--- src/rtl/ram_bus_bridge.sv ---
// ram_bus_bridge: turns one memory-controller RAM request into one classic-cycle bus transaction.
// Optional bus watchdog is compiled in when RAM_BUS_TIMEOUT_EN is defined.
module ram_bus_bridge #(
   parameter int unsigned TIMEOUT_CYCLES = 255
) (
   input  logic        CLK,
   input  logic        nRST,
   input  logic        Ren,
   input  logic        Wen,
   input  logic [31:0] ramaddr,
   input  logic [31:0] ramstore,
   output logic [31:0] ramload,
   output logic        busy_o,
   output logic        err_o,
   output logic        cyc_o,
   output logic        stb_o,
   output logic        we_o,
   output logic [31:0] adr_o,
   output logic [31:0] dat_o,
   input  logic [31:0] dat_i,
   input  logic        ack_i
);

   localparam int unsigned ADDR_W = 32;
   localparam int unsigned DATA_W = 32;
   localparam int unsigned CNT_W  = 10;

   localparam logic [1:0] ST_IDLE = 2'd0;
   localparam logic [1:0] ST_BUS  = 2'd1;
   localparam logic [1:0] ST_RESP = 2'd2;

   localparam logic [DATA_W-1:0] TIMEOUT_DATA = 32'hBAD1_BAD1;

   // Reject out-of-range watchdog limits at elaboration.
   generate
      if (TIMEOUT_CYCLES < 1 || TIMEOUT_CYCLES > 1023) begin : g_bad_timeout
         $error("ram_bus_bridge: TIMEOUT_CYCLES must be in 1..1023");
      end
   endgenerate

   logic [1:0]        state_q, state_d;
   logic              we_q, we_d;
   logic [ADDR_W-1:0] adr_q, adr_d;
   logic [DATA_W-1:0] dat_q, dat_d;
   logic [DATA_W-1:0] ramload_q, ramload_d;
   logic              req;
   logic              timeout_hit;

   assign req = Ren | Wen;

`ifdef RAM_BUS_TIMEOUT_EN
   localparam logic [CNT_W-1:0] TIMEOUT_LIMIT = CNT_W'(TIMEOUT_CYCLES);

   logic [CNT_W-1:0] cnt_q, cnt_d;
   logic [CNT_W-1:0] cnt_inc;
   logic             err_q, err_d;

   assign cnt_inc     = cnt_q + CNT_W'(1);
   // The limit is reached on the cycle whose missing ack would bring the count to TIMEOUT_CYCLES.
   assign timeout_hit = (state_q == ST_BUS) && !ack_i && (cnt_inc == TIMEOUT_LIMIT);

   always_comb begin
      cnt_d = cnt_q;
      if (state_q == ST_IDLE && req) begin
         cnt_d = '0;
      end else if (state_q == ST_BUS && !ack_i) begin
         cnt_d = cnt_inc;
      end
   end

   assign err_d = timeout_hit;

   always_ff @(posedge CLK or negedge nRST) begin
      if (!nRST) begin
         cnt_q <= '0;
         err_q <= 1'b0;
      end else begin
         cnt_q <= cnt_d;
         err_q <= err_d;
      end
   end

   assign err_o = err_q;
`else
   assign timeout_hit = 1'b0;
   assign err_o       = 1'b0;
`endif

   // Next-state and latched bus/response values.
   always_comb begin
      state_d   = state_q;
      we_d      = we_q;
      adr_d     = adr_q;
      dat_d     = dat_q;
      ramload_d = ramload_q;
      case (state_q)
         ST_IDLE: begin
            if (req) begin
               state_d = ST_BUS;
               adr_d   = ramaddr;
               dat_d   = ramstore;
               we_d    = Wen & ~Ren;
            end
         end
         ST_BUS: begin
            if (ack_i) begin
               if (!we_q) begin
                  ramload_d = dat_i;
               end
               state_d = ST_RESP;
            end else if (timeout_hit) begin
               ramload_d = TIMEOUT_DATA;
               state_d   = ST_RESP;
            end
         end
         ST_RESP: begin
            state_d = ST_IDLE;
         end
         default: begin
            state_d = ST_IDLE;
         end
      endcase
   end

   always_ff @(posedge CLK or negedge nRST) begin
      if (!nRST) begin
         state_q   <= ST_IDLE;
         we_q      <= 1'b0;
         adr_q     <= '0;
         dat_q     <= '0;
         ramload_q <= '0;
      end else begin
         state_q   <= state_d;
         we_q      <= we_d;
         adr_q     <= adr_d;
         dat_q     <= dat_d;
         ramload_q <= ramload_d;
      end
   end

   // Strobes and busy are decoded from the state register, so they follow nRST asynchronously.
   assign cyc_o   = (state_q == ST_BUS);
   assign stb_o   = (state_q == ST_BUS);
   assign busy_o  = (state_q != ST_RESP);
   assign we_o    = we_q;
   assign adr_o   = adr_q;
   assign dat_o   = dat_q;
   assign ramload = ramload_q;

endmodule

--- config.mk ---
export PLATFORM = sky130hd
export DESIGN_NAME = ram_bus_bridge
export DESIGN_NICKNAME = d
export VERILOG_FILES = /design/src/rtl/ram_bus_bridge.sv
export SDC_FILE = /design/constraint.sdc
export NUM_CORES = 1
export LEC_CHECK = 0
export BUFFER_PORTS_ARGS = -buffer_cell sky130_fd_sc_hd__buf_2
export CORE_UTILIZATION = 44
export CTS_CLUSTER_DIAMETER = 60
export DETAILED_ROUTE_END_ITERATION = 6
export GPL_ROUTABILITY_DRIVEN = 0
export PLACE_DENSITY_LB_ADDON = 0.15
export SYNTH_ARGS = -nofsm -noshare
export SYNTH_HDL_FRONTEND = slang
export SYNTH_SLANG_ARGS = --single-unit
--- constraint.sdc ---
create_clock -name CLK -period 1.7 [get_ports CLK]
set_input_delay 0.34 -clock CLK [delete_from_list [all_inputs] [get_ports CLK]]
set_output_delay 0.34 -clock CLK [all_outputs]
set_load 0.01 [all_outputs]
# Yosys cells after proc, flatten, opt, wreduce, memory -nomap -nowiden
# Index checks and enable logic that the tools add are counted.
# Widths: inputs -> output; s select.
[totals]
elab_cells = 20
register_bits = 99
out_inout_bits = 101
in_bits = 101
[classes]
mux = 3
bitwise_logic = 4
reduce_logical = 4
eq_ne = 4
[op_table]
columns = ["op", "n"]
rows = [
  ["$mux 2", 2],
  ["$ne 2x2->1 const B", 2],
  ["$pmux 2 s2", 1],
  ["$reduce_and 2->1", 2],
  ["$reduce_and 3->1", 1],
  ["$eq 2x1->1 const B", 1],
  ["$logic_not 2->1", 1],
  ["$ne 2x1->1 const B", 1],
  ["$not 1->1", 2],
  ["$and 1x1->1", 1],
  ["$or 1x1->1", 1],
]

# Logic depth before layout (Yosys ltp)
# Gate-level depths: netlist (run 1).
[depth]
ltp_word = 3
depth_mapped = 5
ltp_nobuf = 3

# Least setup slack after synthesis (run 1)
# No wires, ideal clock.
[synth_timing]
kind = "register -> register"
start = "reg state_q[0]"
end = "reg adr_q[0] (netlist: adr_o[0])"
arrival_time_ps = 1329
n_path_buf = 2
path_stages_with_launch = 6
slack_ps = 246
setup_time_ps = 125
required_ps = 1575
synth_period_minus_slack_ps = 1454
cell_sequence = "dfrtp_1 -> nor2_1 -> o21a_1 -> buf_4 -> buf_6 -> mux2_2"
[synth_via]
elab_chain_cells = 2
[synth_rtl]
columns = ["element", "line", "text"]
rows = [
  ["start, declared", "41", "logic [1:0] state_q, state_d;"],
  ["start signal, assigned", "133", "state_q <= state_d;"],
  ["$logic_not 2->1", "96", "case (state_q)"],
  ["$reduce_and 2->1 (no source line)", "-", ""],
  ["end signal, assigned", "135", "adr_q <= adr_d;"],
  ["end, declared", "43", "logic [ADDR_W-1:0] adr_q, adr_d;"],
]
# No other way between the ends.
# A chain may end at the register's enable or synchronous reset.

# Final worst setup path (run 1)
[layout_timing]
start = "reg state_q[0]"
end = "reg adr_q[13] (netlist: adr_o[13])"
# The elaborated chain is that of the path after synthesis.

==> run metrics, run 1 <==
vias in the first global route 2,306; outcome complete, no violations; pwr/cell area 1810 nW/um2; worst r2r path cells 4; CTS Sinks 99; Post-synth ARST share 100%; crit path launch type flip-flop; Clk pin slew, worst setup/hold paths 0.08 ns; Layout area overhead 33.8%; crit path DAT 1.78 ns; filler cell count 732; # Post-CTS Setup Buffers 0; routed via count 2,520; Residual DRC 0; clock network power share 15.0%; FF-to-FF Start state_q[0]; synth unique cells 16; Sw Share 31.9%; EDFF count, synth 0; Core Box Area 8680 um2; count leader, synth dfrtp_1; Synth area leaders dfrtp_1, mux2_2, mux2_4, buf_6, buf_12; flip-flop and latch area 2480 um2; first-pass GRT wire length 11.6 mm; total CTS buffers 9; HP Start ack_i; clock buffer depth 2; cell area after synthesis 3910 um2; Yosys warning count 0; Pwr Total 9.46 mW; Final period util 91.3%; Final Hold Fails 0; syn nets 320; H-tree depth 3; largest net degree at the start of global routing 37; ys flop type dfrtp_1; ANT cells 0; maximum VDD drop 851 uV; Final ANT Viol Nets 0; Synth top cells by count dfrtp_1, mux2_2, mux2_4, buf_6; NetSw 3.02 mW; clk_lat worst skew 0.34 ns; CTS Root Buffer Type clkbuf_8; Chip Height 96.3 um; Final Skew 0.0129 ns; Final Max Tran Viols 0; Final setup viols 0; Routed Wire Length 7.80 mm; CP max FO 11; hold crit path type in -> reg; WL per Instance 14.4 um; Die Area 9260 um2; PortBufs 200; largest area contributor in the netlist dfrtp_1; Int Pwr 6.44 mW; post-layout min period 1.55 ns; hold bufs inserted after CTS 1; post-route cell area 5230 um2; Max Cap Viol 0; post-synth top area share 63.4%; Reg power frac 43.3%; critical path class reg -> reg; CTS tree yes; number of I/O pins 202; max frequency 644 MHz; Worst setup EP type flip-flop; dpl cell area 5040 um2; gr ovfl total 0; First DRT Iteration DRCs 36; area occupied by multi-input gates 1270 um2; setup TNS 0 ns; syn_area_per_cell 17.8 um2; Resized Gates After CTS 0; Worst R2R End adr_o[13]; vias per cell 4.67; # nets final 529; Synth Register Bits 99; flop-to-flop setup slack 0.15 ns; hold endpoint state_q[0]; WHS Path Cells 2; Starting Density 45.0%; logic gate share of total power 41.7%; RSZ-0062 raised after global routing no; CP required 1.92 ns; Total GRT Usage 16.7%; Seq/Total Area, Yosys 63.4%; share of post-route cells with drive strength above 1 74.5%; initial antenna violation count 0; Lkg Pwr 2.60 nW; DR pass1 iterations 3; row count 34; Mapped Cells 219; Final HPWL DP 5.89 mm; die width 96.3 um
[cell usage in the layout (no fill, tap or decap), types with 2 or more instances in the layout]
cell and count:
buf_4 5, clkbuf_8 9, buf_2 199, clkbuf_1 2, buf_12 6, a21oi_1 2, clkinvlp_4 3, mux2_4 30
mux2_2 66, dfrtp_1 99
[sequential cells by signal, summed over array words and instances, names as in the netlist]
| name | cells |
|---|---|
| we_o | 1 |
| dat_o | 32 |
| adr_o | 32 |
| ramload | 32 |
| state_q | 2 |
[through the flow]
stage / hold WS [ns] / worst slack [ns] / std cells / util [%]
after global routing: 0.187 / 0.0474 / 540 / 60.3
after CTS: 0.167 / 0.133 / 540 / 60.3
after global placement: 0.263 / 0.194 / 524 / 58.0
after detailed placement: 0.270 / 0.139 / 524 / 58.0
final: 0.191 / 0.148 / 540 / 60.3
after floorplan: 0.0444 / 0.246 / 219 / -
[routing by layer]
layer | vias up | part of all wire, % | track usage [%]
li1 | 1177 | - | -
met1 | 1231 | 41 | 21.5
met2 | 104 | 50 | 26.7
met3 | 8 | 7.7 | 5.13
met4 | 0 | 1.1 | 5.97
met5 | - | 0 | 0
[logic make-up (layout without fill, tap and decap cells)]
family / Yosys count / count (layout) / synth area share (%)
simple gates: 6 / 6 / 1.22
flops: 99 / 99 / 63.4
compound gates: 4 / 4 / 0.640
other cells: 1 / 1 / 0.0959
buf+inv: 13 / 226 / 4.13
mux: 96 / 96 / 30.5
[worst max-delay path, cell delays in order, from the launching register on]
cell and delay (ns):
dfrtp_1 0.43, nor2_1 0.19, o21a_2 0.25, buf_4 0.22, mux2_2 0.35
[layout make-up]
type / count / share of cell area, %
clock buffers: 11 / 2.51
clock inverters: 4 / 1.00
multi-input cells: 107 / 24.3
flip-flops and latches: 99 / 47.4
well taps: 108 / 2.58
repair buffers: 211 / 22.2
[power by group through the flow]
stage	Sequential [mW]	Clock, mW	Combinational [mW]
floorplan	4.71	0	1.83
global placement	4.09	0	3.95
detailed placement	4.14	0	4.01
CTS	4.11	1.49	4.01
global route	4.27	1.60	4.29
finish	4.09	1.42	3.95
[worst max path at each step]
stage                    start        end  slack [ns]  cells past startpoint
floorplan           state_q[0]   adr_o[0]        0.25                      5
finish              state_q[0]  adr_o[13]        0.15                      4
global route        state_q[0]  adr_o[11]        0.05                      4
CTS                 state_q[0]  adr_o[13]        0.13                      4
global placement    state_q[0]  dat_o[19]        0.19                      4
detailed placement  state_q[0]   adr_o[9]        0.14                      4
Power figures use the tool's default switching activity.
==> run 2, diff against run 1 <==
Settings changed: CELL_PAD_IN_SITES_DETAIL_PLACEMENT from default to 0, CELL_PAD_IN_SITES_GLOBAL_PLACEMENT from default to 1, CORE_UTILIZATION 44 to 35.
==> run 2 against run 1 <==
Compared with the run above:
- clock skew grew 0.00062 ns
- register-to-register slack lost 0.05 ns
- clock power is essentially flat
- non-clock buffer count shrank 5
- global-route usage shrank 2.6 points
- cell count grew 5.0%
- maximum frequency shrank 2.9%
- die area grew 25%
- cell area shrank 0.19%
- routed wire length grew 0.47%
- critical path type unchanged
- combinational power shrank 2%
==> run metrics, run 2 (same netlist as run 1, synthesis figures left out) <==
outcome complete, no violations; initial antenna violation count 0 (unchanged); DR pass1 iterations 4 (+1); pwr/cell area 1800 nW/um2 (-0.31%); Final WS setup 0.101 ns (-0.0469 ns); Routed Wire Length 7.84 mm (+0.47%); CP required 1.93 ns (about the same); RSZ-0062 raised after global routing no; Final HPWL DP 5.72 mm (-2.8%); gr ovfl total 0 (unchanged); Crit-path slowest cell dfrtp_1; post-route cell area 5220 um2 (-0.19%); gr busiest metal met2; row count 38 (+12%); Total GRT Usage 14.1% (-2.6 points); share of post-route cells with drive strength above 1 74.2% (-0.30 points); most frequent cells in the layout buf_2, dfrtp_1, mux2_2; WL per Instance 13.8 um (-4.3%); PortBufs 200 (unchanged); Clk pin slew, worst setup/hold paths 0.08 ns (about the same); H-tree depth 3 (unchanged); CP max stage delay 0.43 ns (about the same); met2 Use GR 21.0% (-5.6 points); NetSw 3.01 mW (-0.19%); CTS Sinks 99 (unchanged); Final ANT Viol Nets 0 (unchanged); commonest non-fill, non-tap cell in the layout buf_2; Final setup viols 0 (unchanged); Int Pwr 6.40 mW (-0.64%); Starting Density 36.1% (-9.0 points); Sw Share 32.0% (+0.098 points); Chip Height 108 um (+12%); clock network power share 15.3% (+0.3 points); Die Area 11,600 um2 (+25%); clk_lat worst skew 0.36 ns (+0.02 ns); first-pass GRT wire length 12.5 mm (+8.4%); First DRT Iteration DRCs 66 (+83%); CP bufs+invs 1 (unchanged); Layout area overhead 33.6%; CTS Root Buffer Type clkbuf_8; met3 Use GR 5.08% (-0.050 points); CTS tree yes; Reg power frac 43.4% (about the same); crit path DAT 1.83 ns (+0.05 ns); Max Cap Viol 0 (unchanged); Final Skew 0.0135 ns (+0.000622 ns); Final Max Tran Viols 0 (unchanged); Final period util 94.0% (+2.8 points); family with the most delay on the worst path flip-flops; number of I/O pins 202 (unchanged); Lkg Pwr 2.57 nW (-1.1%); met1 Track Usage GR 18.9% (-2.5 points); post-layout min period 1.60 ns (+0.0469 ns); worst path cell trace nor2_1 -> o21a_2 -> buf_12 -> mux2_2; maximum VDD drop 667 uV (-22%); Final Hold Fails 0 (unchanged); # Post-CTS Setup Buffers 0 (unchanged); clock buffer depth 2 (unchanged); hold crit path type in -> reg; vias per cell 4.41 (-5.6%); CP max FO 41 (+30); die width 108 um (+12%); largest net degree at the start of global routing 47 (+27%); logic gate share of total power 41.3% (-0.4 points); Pwr Total 9.41 mW (-0.50%); ANT cells 0 (unchanged); Residual DRC 0 (unchanged); Core Box Area 10,800 um2 (+25%); crit path launch type flip-flop; setup TNS 0 ns (unchanged); total CTS buffers 9 (unchanged); # nets final 524 (-0.95%); dpl cell area 5030 um2 (-0.20%); vias in the first global route 2,453 (+6.4%); final core utilization 48.2% (-12 points); pre-CTS setup slack 0.115 ns (-0.0242 ns); routed via count 2,498 (-0.87%); flop-to-flop setup slack 0.10 ns (-0.05 ns); Worst setup EP type flip-flop; critical path class reg -> reg; max frequency 626 MHz (-2.9%)
[run 2: cell types whose count changed in the layout (fill, tap and decap cells not counted)]
cell	before	now
buf_4	5	1
buf_12	6	5
[run 2: area by class of cell]
type / instances / area, um2
clock buffer: 11 / 131
clock inverter: 4 / 52.6
multi-input combinational: 107 / 1270
tap: 140 / 175
fill: 985 / 5620
timing repair buffer: 206 / 1110
sequential: 99 / 2480
[run 2: worst register-to-register path: cells and delay by family, from the launching register on]
kind	cells	cell delay, ns
mux	1	0.39
buf+inv	1	0.24
flops	1	0.43
compound gates	1	0.23
simple gates	1	0.20
[run 2: through the flow]
stage / hold slack [ns] / instances
after floorplan: 0.0444 / 219
after global placement: 0.235 / 551
after detailed placement: 0.237 / 551
after CTS: 0.164 / 567
after global routing: 0.164 / 567
final: 0.188 / 567
[run 2: layer usage]
layer | up-vias | wire length, um | part of all wire (%)
met5 | - | 0 | 0
met4 | 0 | 83 | 1.1
met3 | 8 | 725 | 9.2
met2 | 125 | 3480 | 44
met1 | 1201 | 3550 | 45
li1 | 1164 | - | -
[run 2: what timing repair did]
action,in CTS,in global routing
hold buffers,1,0
setup endpoints to repair,0,0
resized for setup,0,0
endpoints found under the hold margin,16,0
[run 2: worst paths after layout]
path	from	end	cells after the start
max	state_q[0]	dat_o[1]	4
max in group asynchronous	nRST	dat_o[7]	3
min reg2reg	adr_o[21]	adr_o[21]	1
min	ack_i	state_q[0]	2
max reg2reg	state_q[0]	dat_o[1]	4
min in group asynchronous	nRST	dat_o[31]	2
[run 2: power groups by stage]
stage	clock network, mW	logic [mW]	registers, mW
2_1_floorplan	0	1.83	4.71
3_3_place_gp	0	3.92	4.11
3_5_place_dp	0	3.98	4.12
4_1_cts	1.52	3.97	4.10
5_1_grt	1.62	4.22	4.26
6_report	1.44	3.89	4.08
==> run 3, diff against run 2 <==
Settings changed: REMOVE_ABC_BUFFERS from default to 1.
==> run 3 against run 2 <==
Compared with the run above:
- non-clock buffer count rose by 5
- cell count up 1.1%
- count of clock-buffer cells in the layout down 1
- sequential share of layout area is 0.55 points lower
- via count rose by 1.9%
- critical path depth unchanged
- clock power increased by 10%
- core utilization increased by 0.57 points
- clock skew down 0.0089 ns
- total power rose by 2.0%
- critical path type unchanged
- routed wire length up 4.5%
- largest cell class unchanged
==> run metrics, run 3 (same netlist as run 1, synthesis figures left out) <==
outcome complete, no violations; hold crit path type in -> reg; crit path DAT 1.84 ns (about the same); vias in the first global route 2,577 (+5.1%); clk_lat worst skew 0.35 ns (about the same); H-tree depth 3 (unchanged); gr ovfl total 0 (unchanged); die width 108 um (unchanged); Chip Height 108 um (unchanged); ANT cells 0 (unchanged); Lkg Pwr 2.63 nW (+2.1%); max frequency 624 MHz (-0.25%); PortBufs 200 (unchanged); total CTS buffers 9 (unchanged); pre-CTS setup slack 0.108 ns (-0.00709 ns); routed via count 2,546 (+1.9%); Max Cap Viol 0 (unchanged); WL per Instance 14.3 um (+3.4%); CTS Root Buffer Type clkbuf_8; CP required 1.93 ns (about the same); CP max FO 46 (+12%); First DRT Iteration DRCs 58 (-12%); crit path launch type flip-flop; Clk pin slew, worst setup/hold paths 0.09 ns (about the same); worst path cell trace nor2_1 -> o21a_2 -> buf_12 -> mux2_2; post-route cell area 5280 um2 (+1.2%); Crit-path slowest cell dfrtp_1; Final Max Tran Viols 0 (unchanged); CTS tree yes; vias per cell 4.44 (+0.85%); maximum VDD drop 709 uV (+6.4%); # nets final 529 (+0.95%); Residual DRC 0 (unchanged); Final setup viols 0 (unchanged); initial antenna violation count 0 (unchanged); Starting Density 36.1% (unchanged); number of I/O pins 202 (unchanged); share of post-route cells with drive strength above 1 74.8% (+0.59 points); Final period util 94.3% (+0.23 points); CP max stage delay 0.43 ns (about the same); Core Box Area 10,800 um2 (unchanged); Die Area 11,600 um2 (unchanged); Worst setup EP type flip-flop; Final Skew 0.00464 ns (-0.00886 ns); commonest non-fill, non-tap cell in the layout buf_2; Final ANT Viol Nets 0 (unchanged); row count 38 (unchanged); CTS Sinks 99 (unchanged); DR pass1 iterations 2 (-2); largest net degree at the start of global routing 47 (unchanged); Final Hold Fails 0 (unchanged); Routed Wire Length 8.19 mm (+4.5%); clock buffer depth 2 (unchanged); post-layout min period 1.60 ns (+0.00397 ns); Layout area overhead 35.1%; dpl cell area 5060 um2 (+0.75%); final core utilization 48.7% (+0.57 points); first-pass GRT wire length 12.7 mm (+1.0%); Total GRT Usage 14.5% (+0.40 points); RSZ-0062 raised after global routing no; pwr/cell area 1820 nW/um2 (+0.79%); Final HPWL DP 6.20 mm (+8.5%); critical path class reg -> reg; most frequent cells in the layout buf_2, dfrtp_1, mux2_2; Final WS setup 0.0975 ns (-0.00397 ns)
## run 3: changes by cell type in the layout (fill, tap and decap cells not counted)
cell        change
buf_4           +5
clkinv_2        +4
clkinvlp_4      -3
bufinv_16       +1
clkbuf_1        -1
## run 3: through the flow
stage / power [mW] / hold slack (ns) / TNS, ns / instances
2_1_floorplan: 6.38 / 0.0444 / -64.75 / 206
3_3_place_gp: 8.05 / 0.311 / 0 / 556
3_5_place_dp: 8.14 / 0.315 / 0 / 556
4_1_cts: 9.77 / 0.152 / 0 / 573
5_1_grt: 10.2 / 0.167 / 0 / 573
6_report: 9.59 / 0.177 / 0 / 573
## run 3: layout make-up
class	count	area, um2
clock buffers	10	128
clock inverters	6	80.1
fillers	1021	5560
multi-input cells	107	1270
flip-flops and latches	99	2480
well taps	140	175
repair buffers	211	1150
## run 3: path summary, 6_finish.rpt
path	from	endpoint	slack (ns)	cells past startpoint
setup / recovery	state_q[0]	adr_o[21]	0.1	4
hold / removal	ack_i	state_q[0]	0.18	2
setup reg to reg	state_q[0]	adr_o[21]	0.1	4
hold reg to reg	state_q[1]	state_q[0]	0.50	1
max in group asynchronous	nRST	dat_o[17]	0.76	3
min in group asynchronous	nRST	dat_o[3]	0.46	2
## run 3: what timing repair did
action | CTS | global route
hold buffers | 1 | 0
resized for setup | 0 | 0
buffers inserted | 0 | 0
hold endpoints to repair | 24 | 0
setup endpoints to repair | 0 | 0
## run 3: power breakdown
| group | internal (mW) | switching (mW) | leakage [nW] |
|---|---|---|---|
| Sequential | 3.52 | 0.582 | 1.16 |
| Clock | 0.820 | 0.768 | 0.110 |
| Combinational | 2.21 | 1.69 | 1.36 |
| Total | 6.55 | 3.04 | 2.63 |
## run 3: per-layer routing
| metal | wire length, um | up-vias | track usage [%] |
|---|---|---|---|
| met4 | 133 | 0 | 7.14 |
| met1 | 3520 | 1224 | 17.8 |
| li1 | - | 1182 | - |
| met5 | 0 | - | 0 |
| met2 | 3670 | 130 | 22.8 |
| met3 | 864 | 10 | 4.90 |
## run 3: worst max-delay path, delay by kind of cell (launching register included)
| family | cells | cell delay [ns] |
|---|---|---|
| mux | 1 | 0.37 |
| flops | 1 | 0.43 |
| buf+inv | 1 | 0.26 |
| simple gates | 1 | 0.19 |
| compound gates | 1 | 0.21 |
